File: config.mk
export PLATFORM = sky130hd
export DESIGN_NAME = row_streamer_param
export DESIGN_NICKNAME = d
export VERILOG_FILES = /design/src/rtl/row_streamer_param.sv
export SDC_FILE = /design/constraint.sdc
export NUM_CORES = 1
export LEC_CHECK = 0
export CORE_MARGIN = 1
export CORE_UTILIZATION = 49
export CTS_CLUSTER_SIZE = 10
export DETAILED_ROUTE_END_ITERATION = 12
export MAX_ROUTING_LAYER = met4
export PLACE_DENSITY = 0.79
export SYNTH_ARGS = -nofsm -noshare
export SYNTH_HDL_FRONTEND = slang
export SYNTH_SLANG_ARGS = --single-unit
export TNS_END_PERCENT = 50
File: constraint.sdc
create_clock -name clock -period 3.9 [get_ports clock]
set_input_delay 0.585 -clock clock [delete_from_list [all_inputs] [get_ports clock]]
set_output_delay 0.585 -clock clock [all_outputs]
set_load 0.01 [all_outputs]
File: src/rtl/row_streamer_param.sv
// row_streamer_param: streams a stored RGB row as an Avalon-ST video frame
// with SCALE x SCALE replication, channel widening and a colour-bar mode.
module row_streamer_param #(
  parameter int CH_IN  = 8,
  parameter int CH_OUT = 10,
  parameter int ADDR_W = 9,
  parameter int H_RES  = 320,
  parameter int V_RES  = 240,
  parameter int SCALE  = 1
) (
  input  logic                clock,
  input  logic                reset_reset_n,
  input  logic                enable,
  input  logic                test_mode,
  output logic [ADDR_W-1:0]   rd_addr,
  output logic                rd_en,
  input  logic [3*CH_IN-1:0]  rd_data,
  output logic [3*CH_OUT-1:0] src_data,
  output logic                src_valid,
  input  logic                src_ready,
  output logic                src_sop,
  output logic                src_eop,
  output logic                next_row,
  output logic                next_screen
);
  localparam int DW    = 3*CH_OUT;
  localparam int YW    = (V_RES > 1) ? $clog2(V_RES) : 1;
  localparam int BAR_W = H_RES/8;
  localparam int BW    = (BAR_W > 1) ? $clog2(BAR_W) : 1;

  localparam logic [ADDR_W-1:0] X_MAX = ADDR_W'(H_RES-1);
  localparam logic [1:0]        R_MAX = 2'(SCALE-1);
  localparam logic [YW-1:0]     Y_MAX = YW'(V_RES-1);
  localparam logic [BW-1:0]     B_MAX = BW'(BAR_W-1);

  typedef enum logic {S_IDLE, S_STREAM} state_t;

  typedef struct packed {
    logic [DW-1:0] data;
    logic          sop;
    logic          eop;
    logic          row_end;
  } beat_t;

  state_t            r_state;
  logic              r_mode;
  logic              r_done;
  logic [ADDR_W-1:0] r_x;
  logic [1:0]        r_rx;
  logic [YW-1:0]     r_y;
  logic [1:0]        r_ry;
  logic [BW-1:0]     r_bcnt;
  logic [2:0]        r_bar;
  logic              r_p_vld;
  logic              r_p_sop;
  logic              r_p_eop;
  logic              r_p_row;
  logic [2:0]        r_p_bar;
  beat_t             r_q0;
  beat_t             r_q1;
  logic [1:0]        r_cnt;

  logic              w_pop;
  logic              w_issue;
  logic [2:0]        w_occ;
  logic              w_x_max;
  logic              w_rx_max;
  logic              w_y_max;
  logic              w_ry_max;
  logic [DW-1:0]     w_exp;
  logic [DW-1:0]     w_bars;
  beat_t             w_in;

  // MSB replication: output bit i of a channel copies input bit i mod CH_IN
  for (genvar c = 0; c < 3; c++) begin : g_ch
    for (genvar i = 0; i < CH_OUT; i++) begin : g_bit
      assign w_exp[c*CH_OUT + CH_OUT-1-i] = rd_data[c*CH_IN + CH_IN-1-(i % CH_IN)];
    end
  end

  assign w_bars = {{CH_OUT{r_p_bar[2]}}, {CH_OUT{r_p_bar[1]}}, {CH_OUT{r_p_bar[0]}}};

  assign w_in.data    = r_mode ? w_bars : w_exp;
  assign w_in.sop     = r_p_sop;
  assign w_in.eop     = r_p_eop;
  assign w_in.row_end = r_p_row;

  assign w_x_max  = (r_x == X_MAX);
  assign w_rx_max = (r_rx == R_MAX);
  assign w_y_max  = (r_y == Y_MAX);
  assign w_ry_max = (r_ry == R_MAX);

  assign src_valid = (r_cnt != 2'd0);
  assign w_pop     = src_valid & src_ready;
  // A slot freed by this cycle's pop is reusable at once: 1 pixel/cycle
  assign w_occ     = 3'(r_cnt) - 3'(w_pop) + 3'(r_p_vld);
  assign w_issue   = (r_state == S_STREAM) & ~r_done & (w_occ < 3'd2);

  assign rd_en       = w_issue & ~r_mode;
  assign rd_addr     = r_x;
  assign src_data    = r_q0.data;
  assign src_sop     = r_q0.sop;
  assign src_eop     = r_q0.eop;
  assign next_row    = w_pop & r_q0.row_end;
  assign next_screen = w_pop & r_q0.eop;

  always_ff @(posedge clock) begin
    if (!reset_reset_n) begin
      r_state <= S_IDLE;
      r_mode  <= 1'b0;
      r_done  <= 1'b0;
      r_x     <= '0;
      r_rx    <= '0;
      r_y     <= '0;
      r_ry    <= '0;
      r_bcnt  <= '0;
      r_bar   <= '0;
      r_p_vld <= 1'b0;
      r_p_sop <= 1'b0;
      r_p_eop <= 1'b0;
      r_p_row <= 1'b0;
      r_p_bar <= '0;
      r_q0    <= '0;
      r_q1    <= '0;
      r_cnt   <= '0;
    end else begin
      unique case (r_state)
        S_IDLE: begin
          if (enable) begin
            r_mode  <= test_mode;
            r_done  <= 1'b0;
            r_state <= S_STREAM;
          end
        end
        S_STREAM: begin
          if (r_done && !r_p_vld && r_cnt == 2'd0) r_state <= S_IDLE;
        end
        default: r_state <= S_IDLE;
      endcase

      r_p_vld <= w_issue;
      if (w_issue) begin
        r_p_sop <= (r_x == '0) & (r_rx == '0) & (r_y == '0) & (r_ry == '0);
        r_p_eop <= w_x_max & w_rx_max & w_y_max & w_ry_max;
        r_p_row <= w_x_max & w_rx_max & w_ry_max;
        r_p_bar <= r_bar;
        if (w_x_max && w_rx_max && w_y_max && w_ry_max) r_done <= 1'b1;
        if (!w_rx_max) begin
          r_rx <= r_rx + 1'b1;
        end else begin
          r_rx <= '0;
          if (!w_x_max) begin
            r_x <= r_x + 1'b1;
            if (r_bcnt == B_MAX) begin
              r_bcnt <= '0;
              r_bar  <= r_bar + 1'b1;
            end else begin
              r_bcnt <= r_bcnt + 1'b1;
            end
          end else begin
            r_x    <= '0;
            r_bcnt <= '0;
            r_bar  <= '0;
            if (!w_ry_max) begin
              r_ry <= r_ry + 1'b1;
            end else begin
              r_ry <= '0;
              r_y  <= w_y_max ? '0 : r_y + 1'b1;
            end
          end
        end
      end

      if (w_pop && r_p_vld) begin
        if (r_cnt == 2'd1) begin
          r_q0 <= w_in;
        end else begin
          r_q0 <= r_q1;
          r_q1 <= w_in;
        end
      end else if (w_pop) begin
        r_q0  <= r_q1;
        r_cnt <= r_cnt - 2'd1;
      end else if (r_p_vld) begin
        if (r_cnt == 2'd0) r_q0 <= w_in;
        else               r_q1 <= w_in;
        r_cnt <= r_cnt + 2'd1;
      end
    end
  end

endmodule

After elaboration in Yosys (flattened, before gate mapping) --
Index checks and enable logic that the tools add are counted.
Storage, ports and cells: memories 0, bits in latches 0, register bits after elaboration 108, logic and storage cells 112, memory bits (read-only) 0, memory bits (writable) 0, bits of input ports 29
Cells by class: muxes and demuxes 28, reductions and logical operators 26, equal/unequal tests 7, bitwise gates (word level) 17, $lt $le $gt $ge 1, shift operators 0, add/sub/neg operators 10, divide/modulo/power cells 0, multipliers 0
Operator list (number):
- 33-bit two-way mux | 10
- 30-bit two-way mux | 1
- 1-bit bitwise AND | 13
- 6-bit two-way mux | 2
- 9-bit by 1-bit adder with 9-bit output, second input constant | 1
- 9-bit equality test, second input constant | 1
- 9-bit zero test | 1
- 9-bit two-way mux | 1
- 8-bit by 1-bit adder with 8-bit output, second input constant | 1
- 8-bit equality test, second input constant | 1
- 8-bit zero test | 1
- 2-bit two-way mux | 4
- 8-bit two-way mux | 1
- 2-bit AND reduction | 4
- 4-bit AND reduction | 2
- 2-bit nonzero test | 4
- 2-bit by 1-bit adder with 2-bit output, second input constant | 3
- 6-bit by 1-bit adder with 6-bit output, second input constant | 1
- 6-bit equality test, second input constant | 1
- 1-bit logical AND | 6
- 2-bit zero test | 3
- 1-bit two-way mux | 6
- 3-bit two-way mux | 2
- 3-bit AND reduction | 2
- 12 further kinds | 17

Logic depth before layout (Yosys ltp) --
word-level depth 7, mapped depth 15, gate-level depth less buffers 11

Worst setup path after synthesis --
OpenSTA, ideal clock, no wires.
path kind register -> output, from reg r_cnt[1], to out rd_en, slack 7 ps, arrival time 3308 ps, buffers on the path 4, required time 3315 ps, stages on the path, launching flop included 15, path through dfxtp_1 -> inv_1 -> ha_1 -> nor2b_1 -> inv_1 -> clkbuf_1 -> clkbuf_1 -> ha_1 -> nand2_1 -> fa_1 -> xor2_1 -> or3_1 -> buf_2 -> buf_2 -> nor2_1
Between the ends: longest elaborated chain between the ends 7
Ends and longest elaborated chain:
- start, declared | line 61 | logic [1:0] r_cnt;
- start signal, assigned | line 183 | r_cnt <= r_cnt - 2'd1;
- start signal, assigned | line 187 | r_cnt <= r_cnt + 2'd1;
- 2-bit nonzero test | line 93 | assign src_valid = (r_cnt != 2'd0);
- 1-bit bitwise AND | line 94 | assign w_pop = src_valid & src_ready;
- 2-bit by 1-bit subtractor with 3-bit output * | line 96 | assign w_occ = 3'(r_cnt) - 3'(w_pop) + 3'(r_p_vld);
- 3-bit by 1-bit adder with 3-bit output * | line 96
- 3-bit by 2-bit < comparator with 1-bit output * | line 97 | assign w_issue = (r_state == S_STREAM) & ~r_done & (w_occ < 3'd2);
- 1-bit bitwise AND * | line 97
- 1-bit bitwise AND * | line 99 | assign rd_en = w_issue & ~r_mode;
- end, declared | line 16 | output logic rd_en,
Every way passes the cells marked *; elsewhere a longest branch is shown, timed or not.

Worst setup path in the final report --
from in src_ready, to out rd_en
Between the ends: longest elaborated chain between the ends 6
Ends and longest elaborated chain:
- start, declared | line 20 | input logic src_ready,
- 1-bit bitwise AND | line 94
- 2-bit by 1-bit subtractor with 3-bit output | line 96
- 3-bit by 1-bit adder with 3-bit output | line 96
- 3-bit by 2-bit < comparator with 1-bit output | line 97
- 1-bit bitwise AND | line 97
- 1-bit bitwise AND | line 99
No other way between the ends.

==> impl_results.md <==
* Clk buf depth at 2
* Fmax at around 0.27 GHz
* R2r worst-path depth at 12
* Busiest layer in global routing: met2
* First-pass GRT wire length at ~18,000 um
* Total wire length at 10,900 um
* CTS H-tree lvls at 3
* CTS sink cnt at 96
* Final worst slack at between 0.2 and 0.25 ns
* Skew-Pair Late Insertion Delay at between 0.3 and 0.4 ns
* CP max-delay cell: clkdlybuf4s50_1
* Final Cell Area at around 5600 um2
* M3 GR Usage at 3.051%
* Main synth FF type: dfxtp_1
* Int Pwr at 2.006 mW
* Post-place setup slack at -0.1259 ns
* Vias post-DR at between 4,000 and 5,000
* Dpl hpwl at 7566 um
* Drt first pass iters at 4
* Tot Pwr at about 3.2 mW
* Layout cells sized above 1 at under 10%
* Post-route DRC at 0
* Worst hold margin at 0.4537 ns
* Largest net degree at the start of global routing at 59
* Multi-input logic area at around 2400 um2
* Status: finished clean
* Final Max Slew Viols at 0
* Register area at ~1900 um2
* GP Congestion at 0.8601
* Synth area leader: dfxtp_1
* Power share of the combinational group at between 40% and 50%
* Max-capacitance violation count at 0
* Net count, final at 646
* Clk slew on worst S/H paths at 0.09 ns
* Avg WL per Cell at 14.79 um
* Worst Hold End: src_data[16]
* Area share of the leading cell type in the synthesized netlist at between 40% and 50%
* Synth Cell Area at about 4800 um2
* Met2 usage at between 30% and 40%
* Syn avg cell area at 8.421 um2
* Core area at 9328 um2
* R2r endpoint: r_y[4]
* Synth top area cells: dfxtp_1 (40%), mux2i_1 (6.9%), a21oi_1 (4.7%)
* DRT iter0 DRCs at between 150 and 200
* Pwr/cell area at around 570 nW/um2
* Critical path, cell by cell: clkdlybuf4s50_1 -> nor2b_1 -> inv_1 -> ha_1 -> nand2_1 -> fa_1 -> xor2_1 -> or3_1 -> nor2_2 -> dlygate4sd2_1
* Synth Register Bits at 96
* Antenna Cells at 0
* Yosys synthesis warning count at 0
* Slew @ Worst Pin at ~1.2 ns
* Psw at about 1.2 mW
* Commonest cells post-synth: dfxtp_1 (96), nand2_1 (57), nor2_1 (50), a21oi_1 (45), mux2i_1 (33)
* Reg2reg start: r_cnt[0]
* Worst hold start: src_data[16]
* Post-synth cell types at 53
* Hold Path Stages at 2
* Most common cell in the synthesized netlist: dfxtp_1
* CTS tree: yes
* Antenna violations before repair at 0
* Flop pwr share at approximately two fifths
* Max-Slew Margin vs Limit at around 17%
* Grt ovf at 0
* Slowest cell delay on critical path at 0.50 ns
* Vias in the first global route at 3,895
* Worst Clk Skew at ~0.017 ns
* Initial Utilization at 51.28%
* Die Area at ~10,000 um2
* Sw Ratio at between 30% and 40%
* Die H at around 100 um
* Setup CP Type: in2out
* Mapped Cells at 568
* R2r setup slk at between 0.6 and 0.7 ns
* Cts hold-fix bufs at 0
* Placed Area at roughly 5500 um2
* Post-synth EDFFs at 0
* Hold WC Path Type: reg2reg
* VDD IR-drop max at between 0.3 and 0.4 mV
* Site row count at 35
* Hold violation count in the final report at 0
* Crit path launch type: input port
* Filler Cell Count at between 800 and 900
* Tmin final at between 3 and 4 ns
* Die X-Extent at between 100 and 150 um
* Crit path DAT at around 3.1 ns
* CTS Buf Count at 9
* RSZ-0062 raised after global routing: false
* Critical Path Fanout Max at 2
* Seq/Total Area, Yosys at between 40% and 50%
* Area grow syn2layout at 18.05%
* Synthesized net count at about 610
* Period utilization at a little over nine tenths
* Root buffer cell: clkbuf_8
* Fin Setup TNS at 0 ns
* Fraction of registers with async set/reset at 0%
* Number of routed nets with antenna violations at 0
* Vias per cell at approximately 5.6
* Worst EP required at 3.31 ns
* Num ports at 74
* Clock power frac at a little under a fifth
* GR Util All Layers at a little under a quarter
* Port Buf Inserts at between 70 and 80
* Crit. End Element: output port
* Leak at approximately 1.9 nW
* Setup violators final at 0
* Met1 Use GR at between 20% and 30%
[how the worst max path moves through the flow]
stage	start	to	slack, ns	depth (start not counted)
floorplan	r_cnt[1]	rd_en	0.007	14
global placement	src_ready	rd_en	-0.06	10
detailed placement	src_ready	rd_en	-0.13	10
CTS	src_ready	rd_en	0.20	10
global route	src_ready	rd_en	0.10	10
finish	src_ready	rd_en	0.23	10
[per-layer routing]
layer	vias to the layer above	part of all wire (%)
met3	14	4.3
met5	-	0
met4	0	1.7
li1	2065	-
met1	1949	45
met2	105	49
[power groups by stage]
stage | clock (mW) | sequential, mW | combinational [mW]
detailed placement | 0 | 1.29 | 1.32
global placement | 0 | 1.28 | 1.29
finish | 0.608 | 1.26 | 1.33
floorplan | 0 | 1.27 | 0.882
CTS | 0.620 | 1.27 | 1.33
global route | 0.660 | 1.28 | 1.46
[registers in the layout, summed over array words and instances, names as in the netlist, 2 cells and up]
signal    count
r_cnt         2
r_bar         3
r_p_bar       3
r_ry          2
r_rx          2
rd_addr       9
src_data     24
r_y           8
r_bcnt        6
r_q1         27
[area by class of cell]
type,count,share of cell area [%]
clock buffers,11,2.504
clock inverters,5,0.6869
inverters,16,1.064
multi-input cells,387,43.25
flip-flops and latches,96,34.06
well taps,129,2.858
repair buffers,93,15.58
[placed cells by master, fill, tap and decap left out, types with 13 or more instances in the layout]
cell and n:
nor2_1 49, mux2i_1 33, buf_4 20, clkdlybuf4s50_1 72, inv_1 15, a21oi_1 44, o21ai_0 29, ha_1 13
o211ai_1 25, nand2_1 57, a211oi_1 27, nand3_1 18, dfxtp_1 95
[worst max-delay path, delay by kind of cell]
| kind | cells | cell delay, ns |
|---|---|---|
| XOR/XNOR | 1 | 0.17 |
| buffers and inverters | 3 | 0.85 |
| AND/OR/NAND/NOR | 4 | 0.75 |
| adder cells (fa/ha/maj) | 2 | 0.71 |
[metrics by stage]
| step | utilization, % | instances |
|---|---|---|
| 5_1_grt | 60.54 | 737 |
| 3_5_place_dp | 58.58 | 721 |
| 2_1_floorplan | - | 568 |
| 3_3_place_gp | 58.58 | 721 |
| 4_1_cts | 60.54 | 737 |
| 6_report | 60.54 | 737 |
[repair_timing]
item	CTS	global route
resized for setup	3	0
buffers inserted	0	0
setup endpoints to repair	1	0
[cell families after synthesis]
group,Yosys count,synth area share [%]
AOI/OAI and AO/OA,148,19.57
xor gates and xnor gates,11,2.014
adders and majority gates,14,3.819
buffers and inverters,85,9.129
DFF,96,40.18
muxes,33,6.906
and+or+nand+nor,181,18.39
No activity file was read; power rests on OpenSTA's default activity.
